`config.mk`:
```
export PLATFORM = sky130hd
export DESIGN_NAME = exchange_sequencer
export DESIGN_NICKNAME = d
export VERILOG_FILES = /design/src/rtl/exchange_sequencer.sv
export SDC_FILE = /design/constraint.sdc
export NUM_CORES = 1
export LEC_CHECK = 0
export CORE_MARGIN = 10
export CORE_UTILIZATION = 45
export CTS_CLUSTER_DIAMETER = 80
export DETAILED_ROUTE_END_ITERATION = 10
export PLACE_DENSITY = 0.78
export SYNTH_ARGS = -nofsm -noshare
export SYNTH_HDL_FRONTEND = slang
export SYNTH_SLANG_ARGS = --single-unit
```
`constraint.sdc`:
```
create_clock -name clk -period 3.3 [get_ports clk]
set_input_delay 0.99 -clock clk [delete_from_list [all_inputs] [get_ports clk]]
set_output_delay 0.99 -clock clk [all_outputs]
set_load 0.02 [all_outputs]
```
`src/rtl/exchange_sequencer.sv`:
```
// Iteration controller for the replica-exchange salesman array: sweep, exchange,
// settle per iteration, then a readout shift through the PREV chain.
package exchange_sequencer_pkg;
    typedef enum logic [0:0] {OR0 = 1'b0, OR1 = 1'b1} opt_command_t;
endpackage

module exchange_sequencer
    import exchange_sequencer_pkg::*;
#(
    parameter int replica_num   = 32,
    parameter int iter_w        = 24,
    parameter int settle_cycles = 2
) (
    input  logic                   clk,
    input  logic                   reset,
    input  logic                   start,
    input  logic                   abort,
    input  logic [iter_w-1:0]      iter_num,
    input  logic [replica_num-1:0] sweep_done,
    output logic                   replica_run,
    output opt_command_t           opt_command,
    output logic                   exchange_run,
    output logic                   exchange_shift_d,
    output logic                   busy,
    output logic                   done,
    output logic [iter_w-1:0]      iter_cnt
);

    localparam int SW = (settle_cycles > 1) ? $clog2(settle_cycles) : 1;
    localparam int CW = (replica_num > 1) ? $clog2(replica_num) : 1;

    typedef enum logic [2:0] {
        IDLE   = 3'd0,
        SWEEP  = 3'd1,
        EXCH   = 3'd2,
        SETTLE = 3'd3,
        SHIFT  = 3'd4,
        FIN    = 3'd5
    } state_t;

    state_t            state, state_next;
    logic              first, first_next;
    logic [SW-1:0]     settle_cnt, settle_cnt_next;
    logic [CW-1:0]     shift_cnt, shift_cnt_next;
    logic [iter_w-1:0] iter_lim, iter_lim_next, iter_cnt_next, iter_inc;
    opt_command_t      opt_next;
    logic              replica_run_next, exchange_run_next, shift_next, done_next;

    assign iter_inc = iter_cnt + {{(iter_w-1){1'b0}}, 1'b1};

    // Next-state and next-output decode; every output is registered from these.
    always_comb begin
        state_next        = state;
        first_next        = 1'b0;
        settle_cnt_next   = settle_cnt;
        shift_cnt_next    = shift_cnt;
        iter_lim_next     = iter_lim;
        iter_cnt_next     = iter_cnt;
        opt_next          = opt_command;
        replica_run_next  = 1'b0;
        exchange_run_next = 1'b0;
        shift_next        = 1'b0;
        done_next         = 1'b0;
        if (abort) begin
            state_next = IDLE;
        end else begin
            case (state)
                IDLE: begin
                    if (start) begin
                        iter_lim_next = iter_num;
                        iter_cnt_next = '0;
                        opt_next      = OR0;
                        if (iter_num != '0) begin
                            state_next       = SWEEP;
                            replica_run_next = 1'b1;
                            first_next       = 1'b1;
                        end else begin
                            state_next        = SHIFT;
                            shift_next        = 1'b1;
                            exchange_run_next = 1'b1;
                            shift_cnt_next    = CW'(replica_num - 1);
                        end
                    end else begin
                        state_next = IDLE;
                    end
                end
                SWEEP: begin
                    // The first cycle may still see done bits left over from the previous sweep.
                    if (!first && (&sweep_done)) begin
                        state_next        = EXCH;
                        exchange_run_next = 1'b1;
                    end else begin
                        replica_run_next = 1'b1;
                    end
                end
                EXCH: begin
                    state_next      = SETTLE;
                    settle_cnt_next = SW'(settle_cycles - 1);
                end
                SETTLE: begin
                    if (settle_cnt == '0) begin
                        iter_cnt_next = iter_inc;
                        opt_next      = (opt_command == OR0) ? OR1 : OR0;
                        if (iter_inc == iter_lim) begin
                            state_next        = SHIFT;
                            shift_next        = 1'b1;
                            exchange_run_next = 1'b1;
                            shift_cnt_next    = CW'(replica_num - 1);
                        end else begin
                            state_next       = SWEEP;
                            replica_run_next = 1'b1;
                            first_next       = 1'b1;
                        end
                    end else begin
                        settle_cnt_next = settle_cnt - {{(SW-1){1'b0}}, 1'b1};
                    end
                end
                SHIFT: begin
                    if (shift_cnt == '0) begin
                        state_next = FIN;
                        done_next  = 1'b1;
                    end else begin
                        shift_next     = 1'b1;
                        shift_cnt_next = shift_cnt - {{(CW-1){1'b0}}, 1'b1};
                    end
                end
                FIN: begin
                    state_next = IDLE;
                end
                default: begin
                    state_next = IDLE;
                end
            endcase
        end
    end

    // State, counters and registered outputs.
    always_ff @(posedge clk or posedge reset) begin
        if (reset) begin
            state            <= IDLE;
            first            <= 1'b0;
            settle_cnt       <= '0;
            shift_cnt        <= '0;
            iter_lim         <= '0;
            iter_cnt         <= '0;
            opt_command      <= OR0;
            replica_run      <= 1'b0;
            exchange_run     <= 1'b0;
            exchange_shift_d <= 1'b0;
            busy             <= 1'b0;
            done             <= 1'b0;
        end else begin
            state            <= state_next;
            first            <= first_next;
            settle_cnt       <= settle_cnt_next;
            shift_cnt        <= shift_cnt_next;
            iter_lim         <= iter_lim_next;
            iter_cnt         <= iter_cnt_next;
            opt_command      <= opt_next;
            replica_run      <= replica_run_next;
            exchange_run     <= exchange_run_next;
            exchange_shift_d <= shift_next;
            busy             <= (state_next != IDLE);
            done             <= done_next;
        end
    end

endmodule

```
; ---- After elaboration in Yosys (flattened, before gate mapping)
; Index checks and enable logic that the tools add are counted.
[classes]
bitwise = 1
add_sub_neg = 3
n_mux = 45
n_reduce_logical = 14
eq_ne = 10
[ops]
columns = operator, count
row1 = 24-bit two-way mux, 2
row2 = 24-bit case mux with 2 select lines, 1
row3 = 32-bit AND reduction, 1
row4 = 5-bit two-way mux, 5
row5 = 24-bit by 1-bit adder with 24-bit output (second input constant), 1
row6 = 24-bit == test, 1
row7 = 24-bit nonzero test, 1
row8 = 1-bit two-way mux, 22
row9 = 3-bit two-way mux, 7
row10 = 3-bit case mux with 5 select lines, 1
row11 = 5-bit case mux with 3 select lines, 1
row12 = 2-bit != test (second input constant), 5
row13 = 1-bit case mux with 3 select lines, 3
row14 = 7-bit AND reduction, 1
row15 = 3-bit by 2-bit == test with 1-bit output (second input constant), 2
row16 = 1-bit case mux with 2 select lines, 3
row17 = 3-bit nonzero test, 2
row18 = 5-bit logical NOT, 1
row19 = 5-bit by 1-bit subtractor with 5-bit output (second input constant), 1
row20 = 4-bit AND reduction, 1
row21 = 2-bit nonzero test, 2
row22 = 3-bit by 1-bit == test with 1-bit output (second input constant), 1
row23 = 3-bit == test (second input constant), 1
row24 = 3-bit logical NOT, 1
row25 = 6 further kinds, 6
[totals]
wordCells = 85
regBits = 64
inputBits = 60
output_inout_bits = 30

; ---- Logic depth before layout (Yosys ltp)
; Gate-level depths: netlist of the first run.
[depth]
depth_word = 7
depth_mapped = 10
depth_no_buf = 9

; ---- Worst setup path before layout of the first run
; Ideal clock, no wire load.
[synth_path]
kind = register -> register
startpoint = register iter_cnt[0]
endpoint = register shift_cnt[1]
synth_period_minus_slack_ns = 2.925
t_required_ns = 3.175
path_stages_with_launch = 11
path_buffers = 1
setup_ns = 0.125
arrival_ns = 2.800
setup_slack_ns = 0.375
cell_sequence = dfrtp_1 > ha_1 > and4_1 > clkbuf_2 > nand4_1 > or3_1 > a21oi_1 > nor4b_2 > a41o_2 > o21a_4 > mux2_4
[synth_via]
elab_chain_len = 4
[synth_lines]
columns = element, line
row1 = "start, declared", 26  ; output logic [iter_w-1:0] iter_cnt
row2 = "start signal, assigned", 158  ; iter_cnt <= iter_cnt_next;
row3 = 24-bit by 1-bit adder with 24-bit output, 49  ; assign iter_inc = iter_cnt + {{(iter_w-1){1'b0}}, 1'b1};
row4 = 24-bit == test, 104  ; if (iter_inc == iter_lim) begin
row5 = 2-bit != test (no line), -
row6 = 7-bit AND reduction (no line), -
row7 = "end signal, assigned", 156  ; shift_cnt <= shift_cnt_next;
row8 = "end, declared", 44  ; logic [CW-1:0] shift_cnt, shift_cnt_next;
; Every way passes these cells.
; A chain may end at the register's enable or synchronous reset.

; ---- Worst setup path in the final report of the first run
[layout_path]
startpoint = register iter_cnt[1]
endpoint = register shift_cnt[1]
; Same word-level chain as after synthesis.

==> results of run 1 <==
==> cells in the mapped netlist (2+ instances only) <==
| cell | number |
|---|---|
| buf_6 | 4 |
| nor4_1 | 12 |
| xor2_1 | 14 |
| dfrtp_1 | 64 |
| and4_1 | 5 |
| a22o_1 | 2 |
| buf_4 | 3 |
| or3_1 | 5 |
| and2_1 | 5 |
| ha_1 | 2 |
| inv_1 | 14 |
| nand3_1 | 13 |
| nor3_1 | 7 |
| or4_4 | 2 |
| nand4_1 | 15 |
| o31ai_1 | 9 |
| xnor2_1 | 19 |
| and3_1 | 6 |
| nand2_1 | 35 |
| o21ai_0 | 40 |
| a211o_1 | 2 |
| mux2_2 | 26 |
| nor2_1 | 29 |
| o41ai_1 | 3 |
| clkbuf_8 | 2 |
| a31oi_1 | 7 |
| o21a_1 | 2 |
| nor2b_1 | 3 |
| a21oi_1 | 19 |
| clkbuf_1 | 12 |
| and2_2 | 2 |
| nor4_2 | 2 |
==> stage by stage <==
stage / power (W) / hold WS [ns] / std cells / setup slack, ns / utilization [%]
6_report: 0.001912 / 0.5008 / 620 / 0.1363 / 59.33
5_1_grt: 0.001999 / 0.5333 / 620 / 0.01511 / 59.33
4_1_cts: 0.001931 / 0.5078 / 620 / 0.2058 / 59.33
3_5_place_dp: 0.001242 / 0.4968 / 604 / 0.2347 / 57.03
3_3_place_gp: 0.001229 / 0.4805 / 604 / 0.3310 / 57.03
2_1_floorplan: 0.001095 / 0.4804 / 419 / 0.3753 / -
==> layout make-up <==
type                       count  area, sq um
clock buffer                  13        158.9
clock inverter                 3        40.04
fill                         747         3512
inverter                      14        52.55
multi-input combinational    318         2162
sequential                    64         1602
tap                          108        135.1
timing repair buffer         100        973.4
==> flip-flops by register name, summed over array words and instances (netlist names), 3 cells and up <==
signal,count
state,3
shift_cnt,5
iter_cnt,24
iter_lim,24
==> worst max-delay path, stage by stage, from the launching register on <==
cell	delay, ns
dfrtp_1	0.48
ha_1	0.33
and4_1	0.36
nand4_1	0.27
or3_1	0.44
a21oi_1	0.16
nor4b_2	0.26
a41o_2	0.30
o21a_4	0.16
mux2_4	0.29
==> report_power, final <==
group          total, W  switching (W)  internal, W  leakage (nW)
sequential     0.000900      0.0000528     0.000847         0.827
combinational  0.000329       0.000142     0.000187          1.14
clock          0.000683       0.000295     0.000388         0.103
total           0.00191       0.000490      0.00142          2.07
==> path summary, 6_finish.rpt <==
check                                        startpoint                       end  slack [ns]  cells past startpoint
worst max-delay path            iter_cnt[1]$_DFFE_PP0P_  shift_cnt[1]$_DFFE_PP0P_        0.14                      9
worst max register to register  iter_cnt[1]$_DFFE_PP0P_  shift_cnt[1]$_DFFE_PP0P_        0.14                      9
worst min register to register  opt_command$_DFFE_PP0P_   opt_command$_DFFE_PP0P_        0.50                      1
max in group asynchronous                         reset  iter_cnt[17]$_DFFE_PP0P_        1.89                      3
worst min-delay path            opt_command$_DFFE_PP0P_   opt_command$_DFFE_PP0P_        0.50                      1
min in group asynchronous                         reset   iter_cnt[6]$_DFFE_PP0P_        1.03                      3
==> metal layers <==
layer / vias to the layer above / GRT usage, % / wire length [um]
li1: 1720 / - / -
met1: 1750 / 21.75 / 4610
met2: 122 / 27.68 / 5422
met3: 16 / 4.882 / 876
met4: 0 / 5.764 / 191
met5: - / 0 / 0
==> kinds of logic (layout without fill, tap and decap cells) <==
group / Yosys count / in the layout / share of synthesized area [%]
muxes: 27 / 27 / 7.765
and+or+nand+nor: 156 / 156 / 22.89
AOI/OAI and AO/OA: 100 / 100 / 15.91
xor gates and xnor gates: 33 / 33 / 7.292
DFF: 64 / 64 / 40.40
adders and majority gates: 2 / 2 / 0.6312
buffers and inverters: 37 / 130 / 5.113
==> cells in the final DEF (no fill, tap or decap), drive strengths merged, types with 7 or more instances in the layout <==
| cell | instances |
|---|---|
| a31oi | 7 |
| clkbuf | 13 |
| or3 | 7 |
| xnor2 | 19 |
| nand3 | 15 |
| a21oi | 19 |
| mux2 | 27 |
| nor4 | 14 |
| o31ai | 9 |
| o21ai | 40 |
| nor3 | 8 |
| clkdlybuf4s50 | 89 |
| nand4 | 16 |
| nor2 | 29 |
| buf | 11 |
| and2 | 8 |
| nand2 | 35 |
| inv | 14 |
| dfrtp | 64 |
| xor2 | 14 |
==> qor.txt, run 1 <==
Status -> finished clean
Pleak -> 2.073 nW
CTS sink count -> 64
Top_reg_cell synth -> dfrtp_1
Fin area -> 5124 sq um
CTS root buf -> clkbuf_8
Final Skew -> 0.006765 ns
Share of cells above drive strength 1 -> 14.45%
Largest area contributor in the netlist -> dfrtp_1
Vias in the first global route -> 3624
Chip Width -> 113.9 um
Core region area -> 8636 sq um
RSZ-0062 raised after global routing -> no
Routed vias -> 3608
Relative slew slack -> 58.73%
Net count reported at finish -> 569
I/O Pins -> 90
Max-cap violation count -> 0
F_max -> 0.3161 GHz
CTS Buffer Depth -> 2
Post-synth top area share -> 40.40%
Post-synth EDFFs -> 0
# Post-CTS Setup Buffers -> 0
Placed Area -> 4925 sq um
Peak fanout along the critical path -> 8
Inserted Clock Buffers -> 9
Post-Synthesis Cells -> 419
Largest net degree at the start of global routing -> 37
Register bit count reported by yosys -> 64
Tmin final -> 3.164 ns
ANT cells -> 0
Hold Vio Cnt, Final -> 0
DR WL/cell -> 17.90 um
Final setup vio count -> 0
Startpoint types -> register
DRC errors left -> 0
Critical Path RT -> 3.53 ns
Post-synth cell types -> 66
Pwr per Cell Area -> 373.1 nW/um^2
Seq/Total Area, Yosys -> 40.40%
Clock slew at reported path FFs -> 0.07 ns
Cts repair resizes -> 0
Final wirelength -> 11.10 mm
Routability cong. -> 0.9337
GRT Overall Usage -> 17.22%
Post-DRT Antenna Nets -> 0
Post-detail-place hpwl -> 8.579 mm
TNS Setup -> 0 ns
Setup CP Type -> register to register
Row count -> 34
Hold Crit Class -> register to register
Number of DRC markers in iteration 0 -> 325
Max-slew violations -> 0
Yosys warns -> 0
Synthesized area -> 3964 sq um
# port buffers -> 89
Worst-Margin Slew -> 0.6134 ns
Synth Area per Inst -> 9.460 sq um
Initial antenna violation count -> 0
Maximum VDD drop -> 0.2346 mV
Syn_nets -> 481
Critical Path AT -> 3.39 ns
Synth area leaders -> dfrtp_1 (40%), mux2_2 (7.4%), o21ai_0 (5.1%)
DRT Pass-1 Iters -> 4
Clock latency on the worst-skew pair -> 0.35 ns
Global route overflow -> 0
CTS tree -> yes
CP Capture Type -> register
Synth-to-layout area growth -> 29.26%
Hold Buf Count CTS -> 0
Post-DR vias/cell -> 5.819
Initial core utilization -> 45.90%
Die ar. -> 12960 sq um
Chip Height -> 113.9 um
Fin crit share -> 95.87%
Global-route wire length before repair -> 18.31 mm
H-tree depth -> 3
Async S/R FF share, synth -> 100.0%
(Power assumes the default switching activity.)
==> run 2, diff against run 1 <==
Clock period 3.3 ns to 3.63 ns, I/O delays scaled along.
==> run 2 against run 1 <==
Core utilization decreased by 0.20 points; critical path depth did not move; worst hold slack worse by 0.0087 ns; design area down 0.34%; combinational power shrank 11%; global-route usage down 0.39 points; clock power shrank 1%; sequential cell count stayed put; total power is 6.4% lower; largest cell class unchanged.
==> qor.txt, run 2 (synthesis results as in run 1) <==
Routed vias -> 3568 (was 3608)
Critical path buffer and inverter count -> 0 (unchanged)
Largest registers -> iter_cnt: 24 flops, iter_lim: 24 flops, shift_cnt: 5 flops (unchanged)
Hold Buf Count CTS -> 0 (unchanged)
Share of cells above drive strength 1 -> 13.47% (was 14.45%)
CP max-delay cell -> dfrtp_1 (unchanged)
Clk pwr share -> 37.8% (was 35.7%)
Cts repair resizes -> 0 (unchanged)
Routability cong. -> 0.9166 (was 0.9337)
DRT Pass-1 Iters -> 4 (unchanged)
Post-detail-place hpwl -> 8.344 mm (was 8.579 mm)
CTS tree -> yes (unchanged)
Pleak -> 2.042 nW (was 2.073 nW)
Final Skew -> 0.007995 ns (was 0.006765 ns)
Final Util -> 59.13% (was 59.33%)
Setup WS pre-CTS -> 0.1565 ns (was 0.2347 ns)
Chip Width -> 113.9 um (unchanged)
Fin crit share -> 86.91% (was 95.87%)
Critical Path RT -> 3.86 ns (was 3.53 ns)
Total chip power -> 0.001788 W (was 0.001912 W)
Final setup vio count -> 0 (unchanged)
Chip Height -> 113.9 um (unchanged)
Clock latency on the worst-skew pair -> 0.34 ns (was 0.35 ns)
Peak fanout along the critical path -> 8 (unchanged)
Setup CP Type -> register to register (unchanged)
CTS root buf -> clkbuf_8 (unchanged)
Number of DRC markers in iteration 0 -> 324 (was 325)
DRC errors left -> 0 (unchanged)
Inserted Clock Buffers -> 9 (unchanged)
Crit-path cells -> ha_1, and4_1, nand4_1, or3_1, a21oi_1, nor4b_2, a41o_2, o21a_4, mux2_4 (unchanged)
Commonest cells after routing, fill and taps aside -> clkdlybuf4s50_1 (89), dfrtp_1 (64), o21ai_0 (40) (unchanged)
CTS sink count -> 64 (unchanged)
DR WL/cell -> 17.99 um (was 17.90 um)
CTS Buffer Depth -> 2 (unchanged)
Vias in the first global route -> 3457 (was 3624)
Hold Vio Cnt, Final -> 0 (unchanged)
Psw -> 0.0004461 W (was 0.0004901 W)
Logic gate share of total power -> 16.4% (was 17.2%)
Hold Crit Class -> register to register (unchanged)
Pwr per Cell Area -> 350.3 nW/um^2 (was 373.1 nW/um^2)
GRT Overall Usage -> 16.83% (was 17.22%)
Net count reported at finish -> 562 (was 569)
Synth-to-layout area growth -> 28.82% (was 29.26%)
# port buffers -> 89 (unchanged)
Initial core utilization -> 45.90% (unchanged)
Post-DRT Antenna Nets -> 0 (unchanged)
Critical Path AT -> 3.38 ns (was 3.39 ns)
CP Capture Type -> register (unchanged)
Max-cap violation count -> 0 (unchanged)
# Post-CTS Setup Buffers -> 0 (unchanged)
Flop pwr share -> 45.8% (was 47.1%)
Global-route wire length before repair -> 17.80 mm (was 18.31 mm)
Final wirelength -> 11.03 mm (was 11.10 mm)
I/O Pins -> 90 (unchanged)
H-tree depth -> 3 (unchanged)
Status -> finished clean (unchanged)
Die ar. -> 12960 sq um (unchanged)
Initial antenna violation count -> 0 (unchanged)
Final hold slack -> 0.4921 ns (was 0.5008 ns)
ANT cells -> 0 (unchanged)
Max-slew violations -> 0 (unchanged)
Core region area -> 8636 sq um (unchanged)
Relative slew slack -> 49.59% (was 58.73%)
F_max -> 0.3170 GHz (was 0.3161 GHz)
Top Family by Delay on Critical Path -> simple AND/OR/NAND/NOR gates (unchanged)
Startpoint types -> register (unchanged)
RSZ-0062 raised after global routing -> no (unchanged)
P_int -> 0.001342 W (was 0.001422 W)
Post-DR vias/cell -> 5.821 (was 5.819)
Clock slew at reported path FFs -> 0.07 ns (about the same)
CP max stage delay -> 0.52 ns (was 0.48 ns)
Worst-Margin Slew -> 0.7492 ns (was 0.6134 ns)
Commonest non-fill, non-tap cell in the layout -> clkdlybuf4s50_1 (unchanged)
Fin worst setup slack -> 0.4750 ns (was 0.1363 ns)
Tmin final -> 3.155 ns (was 3.164 ns)
TNS Setup -> 0 ns (unchanged)
Maximum VDD drop -> 0.3797 mV (was 0.2346 mV)
Global route overflow -> 0 (unchanged)
Largest net degree at the start of global routing -> 39 (was 37)
Row count -> 34 (unchanged)
Switching fraction of total power -> 24.94% (was 25.64%)
run 2: changes by cell type in the layout (fill, tap and decap cells not counted), sizes merged:
cell | before | now
bufinv | 1 | 2
buf | 11 | 4
clkinvlp | 0 | 2
clkinv | 2 | 1
clkbuf | 13 | 11
run 2: path summary, 6_finish.rpt:
kind	from	slack, ns	to	depth (start not counted)
max	iter_cnt[0]$_DFFE_PP0P_	0.48	shift_cnt[1]$_DFFE_PP0P_	9
min	opt_command$_DFFE_PP0P_	0.49	opt_command$_DFFE_PP0P_	1
max reg2reg	iter_cnt[0]$_DFFE_PP0P_	0.48	shift_cnt[1]$_DFFE_PP0P_	9
min reg2reg	opt_command$_DFFE_PP0P_	0.49	opt_command$_DFFE_PP0P_	1
max in group asynchronous	reset	1.87	iter_lim[22]$_DFFE_PP0P_	3
min in group asynchronous	reset	1.14	iter_lim[5]$_DFFE_PP0P_	2
run 2: per-stage QoR:
step	instances	area, sq um
2_1_floorplan	419	3964
3_3_place_gp	597	4885
3_5_place_dp	597	4885
4_1_cts	613	5106
5_1_grt	613	5106
6_report	613	5106
run 2: area by class of cell:
| cell class | count | area (sq um) |
|---|---|---|
| Tap cell | 108 | 135.1 |
| Timing Repair Buffer | 93 | 933.4 |
| Clock buffer | 11 | 141.4 |
| Fill cell | 731 | 3530 |
| Sequential cell | 64 | 1602 |
| Inverter | 14 | 52.55 |
| Multi-Input combinational cell | 318 | 2162 |
| Clock inverter | 5 | 80.08 |
run 2: power by group through the flow:
stage	Sequential (W)	Clock, W	Combinational (W)
floorplan	0.000816	0	0.000180
global placement	0.000829	0	0.000290
detailed placement	0.000832	0	0.000293
CTS	0.000818	0.000693	0.000294
global route	0.000825	0.000727	0.000318
finish	0.000819	0.000676	0.000294
run 2: per-layer routing:
layer	part of all wire, %	wire length (um)	GRT usage, %	vias up
met5	0	0	0	-
met4	1.6	175	5.430	0
met3	5.7	632	3.885	13
met2	48	5242	26.92	114
met1	45	4975	21.99	1736
li1	-	-	-	1705
==> run 3, diff against run 2 <==
Settings changed: PLACE_DENSITY 0.78 to 0.77.
==> run 3 against run 2 <==
Register-to-register slack better by 0.05 ns; routed wire length about the same; final cell count grew 0.16%; critical path type is now input pin to register; worst hold slack better by 0.0020 ns; die area unchanged; core utilization is 0.16 points higher; first-iteration DRC count is 21% lower; combinational power about the same.
==> qor.txt, run 3 (synthesis results as in run 1) <==
Status -> finished clean (unchanged)
Inserted Clock Buffers -> 9 (unchanged)
Critical Path AT -> 3.33 ns (was 3.38 ns)
CTS Buffer Depth -> 2 (unchanged)
ANT cells -> 0 (unchanged)
Global-route wire length before repair -> 17.87 mm (was 17.80 mm)
F_max -> 0.3221 GHz (was 0.3170 GHz)
Final Skew -> 0.01530 ns (was 0.007995 ns)
Worst-Margin Slew -> 0.7649 ns (was 0.7492 ns)
Hold Buf Count CTS -> 0 (unchanged)
Fin crit share -> 85.53% (was 86.91%)
Maximum VDD drop -> 0.2598 mV (was 0.3797 mV)
Post-DR vias/cell -> 5.865 (was 5.821)
Final wirelength -> 11.02 mm (was 11.03 mm)
Layout Cells excl Fill -> 614 (was 613)
CP max stage delay -> 0.69 ns (was 0.52 ns)
Chip Width -> 113.9 um (unchanged)
H-tree depth -> 3 (unchanged)
Largest registers -> iter_cnt: 24 flops, iter_lim: 24 flops, shift_cnt: 5 flops (unchanged)
Final setup vio count -> 0 (unchanged)
TNS Setup -> 0 ns (unchanged)
Clock slew at reported path FFs -> 0.07 ns (about the same)
CTS sink count -> 64 (unchanged)
CTS tree -> yes (unchanged)
CP Capture Type -> register (unchanged)
Commonest cells after routing, fill and taps aside -> clkdlybuf4s50_1 (89), dfrtp_1 (64), o21ai_0 (40) (unchanged)
Placed Area -> 4900 sq um (was 4885 sq um)
Max-cap violation count -> 0 (unchanged)
Tmin final -> 3.105 ns (was 3.155 ns)
Inst Count DP -> 599 (was 597)
Max-slew violations -> 0 (unchanged)
Critical Path RT -> 3.86 ns (about the same)
Net count reported at finish -> 564 (was 562)
Peak fanout along the critical path -> 5 (was 8)
DRT Pass-1 Iters -> 5 (was 4)
Chip Height -> 113.9 um (unchanged)
RSZ-0062 raised after global routing -> no (unchanged)
Row count -> 34 (unchanged)
Post-detail-place hpwl -> 8.385 mm (was 8.344 mm)
Clock latency on the worst-skew pair -> 0.35 ns (was 0.34 ns)
Die ar. -> 12960 sq um (unchanged)
I/O Pins -> 90 (unchanged)
DR WL/cell -> 17.94 um (was 17.99 um)
Pleak -> 2.060 nW (was 2.042 nW)
Share of cells above drive strength 1 -> 13.64% (was 13.47%)
Initial core utilization -> 45.90% (unchanged)
Synth-to-layout area growth -> 29.17% (was 28.82%)
Setup CP Type -> input pin to register (was register to register)
Grt met1 use -> 21.13% (was 21.99%)
Core region area -> 8636 sq um (unchanged)
Routed vias -> 3601 (was 3568)
Hold Vio Cnt, Final -> 0 (unchanged)
Vias in the first global route -> 3549 (was 3457)
Post-DRT Antenna Nets -> 0 (unchanged)
Pwr per Cell Area -> 353.3 nW/um^2 (was 350.3 nW/um^2)
Relative slew slack -> 48.54% (was 49.59%)
Routability cong. -> 0.9278 (was 0.9166)
Final Util -> 59.29% (was 59.13%)
Initial antenna violation count -> 0 (unchanged)
Global route overflow -> 0 (unchanged)
CTS root buf -> clkbuf_8 (unchanged)
Fin area -> 5120 sq um (was 5106 sq um)
Startpoint types -> input pin (was register)
Number of DRC markers in iteration 0 -> 256 (was 324)
# port buffers -> 89 (unchanged)
Crit-path cells -> clkdlybuf4s50_1, nor4_1, nand4_1, nor3_1, a41o_2, o21a_4, mux2_4 (was ha_1, and4_1, nand4_1, or3_1, a21oi_1, nor4b_2, a41o_2, o21a_4, mux2_4)
Largest net degree at the start of global routing -> 65 (was 39)
Final hold slack -> 0.4941 ns (was 0.4921 ns)
Cts repair resizes -> 0 (unchanged)
CP max-delay cell -> nor4_1 (was dfrtp_1)
Grt met3 use -> 4.987% (was 3.885%)
Grt met2 use -> 26.00% (was 26.92%)
# Post-CTS Setup Buffers -> 0 (unchanged)
GRT Overall Usage -> 16.70% (was 16.83%)
DRC errors left -> 0 (unchanged)
Grt peak-use layer -> met2 (unchanged)
Hold Crit Class -> register to register (unchanged)
Commonest non-fill, non-tap cell in the layout -> clkdlybuf4s50_1 (unchanged)
==> run 3: changes by cell type in the layout (fill, tap and decap cells not counted), sizes merged <==
cell      before  now
buf            4    6
clkinvlp       2    0
clkbuf        11   12
==> run 3: per-layer routing <==
metal	up-vias	part of all wire, %
met4	0	2.4
met5	-	0
met3	22	6.9
li1	1705	-
met2	130	47
met1	1744	44
==> run 3: critical path: cells and delay by family <==
| family | cells | cell delay [ns] |
|---|---|---|
| multiplexers | 1 | 0.29 |
| AO/OA/AOI/OAI | 2 | 0.36 |
| AND/OR/NAND/NOR | 3 | 1.18 |
| buffers and inverters | 1 | 0.42 |
==> run 3: cell type report <==
type                            count  area [sq um]
Inverter                           14         52.55
Sequential cell                    64          1602
Multi-Input combinational cell    318          2162
Clock inverter                      3         65.06
Tap cell                          108         135.1
Fill cell                         745          3516
Timing Repair Buffer               95         948.4
Clock buffer                       12         155.1
==> run 3: through the flow <==
| step | setup slack, ns | total power [W] |
|---|---|---|
| global placement | 0.1088 | 0.001117 |
| detailed placement | 0.2250 | 0.001125 |
| CTS | 0.5271 | 0.001817 |
| floorplan | 0.7053 | 0.0009959 |
| global route | 0.3272 | 0.001879 |
| finish | 0.5252 | 0.001809 |
==> run 3: power by group <==
part / switching, W / internal (W) / leakage (nW)
Clock: 0.000277 / 0.000420 / 0.112
Sequential: 0.0000482 / 0.000770 / 0.827
Combinational: 0.000125 / 0.000169 / 1.12
==> run 3: worst paths after layout <==
path                       slack (ns)                  endpoint  cells after the start                     from
setup reg to reg                 0.53  shift_cnt[1]$_DFFE_PP0P_                      9  iter_cnt[1]$_DFFE_PP0P_
max in group asynchronous        2.23  iter_cnt[21]$_DFFE_PP0P_                      3                    reset
min in group asynchronous        1.12  iter_cnt[10]$_DFFE_PP0P_                      3                    reset
setup / recovery                 0.53  shift_cnt[1]$_DFFE_PP0P_                      7              iter_num[3]
hold / removal                   0.49   opt_command$_DFFE_PP0P_                      1  opt_command$_DFFE_PP0P_
hold reg to reg                  0.49   opt_command$_DFFE_PP0P_                      1  opt_command$_DFFE_PP0P_
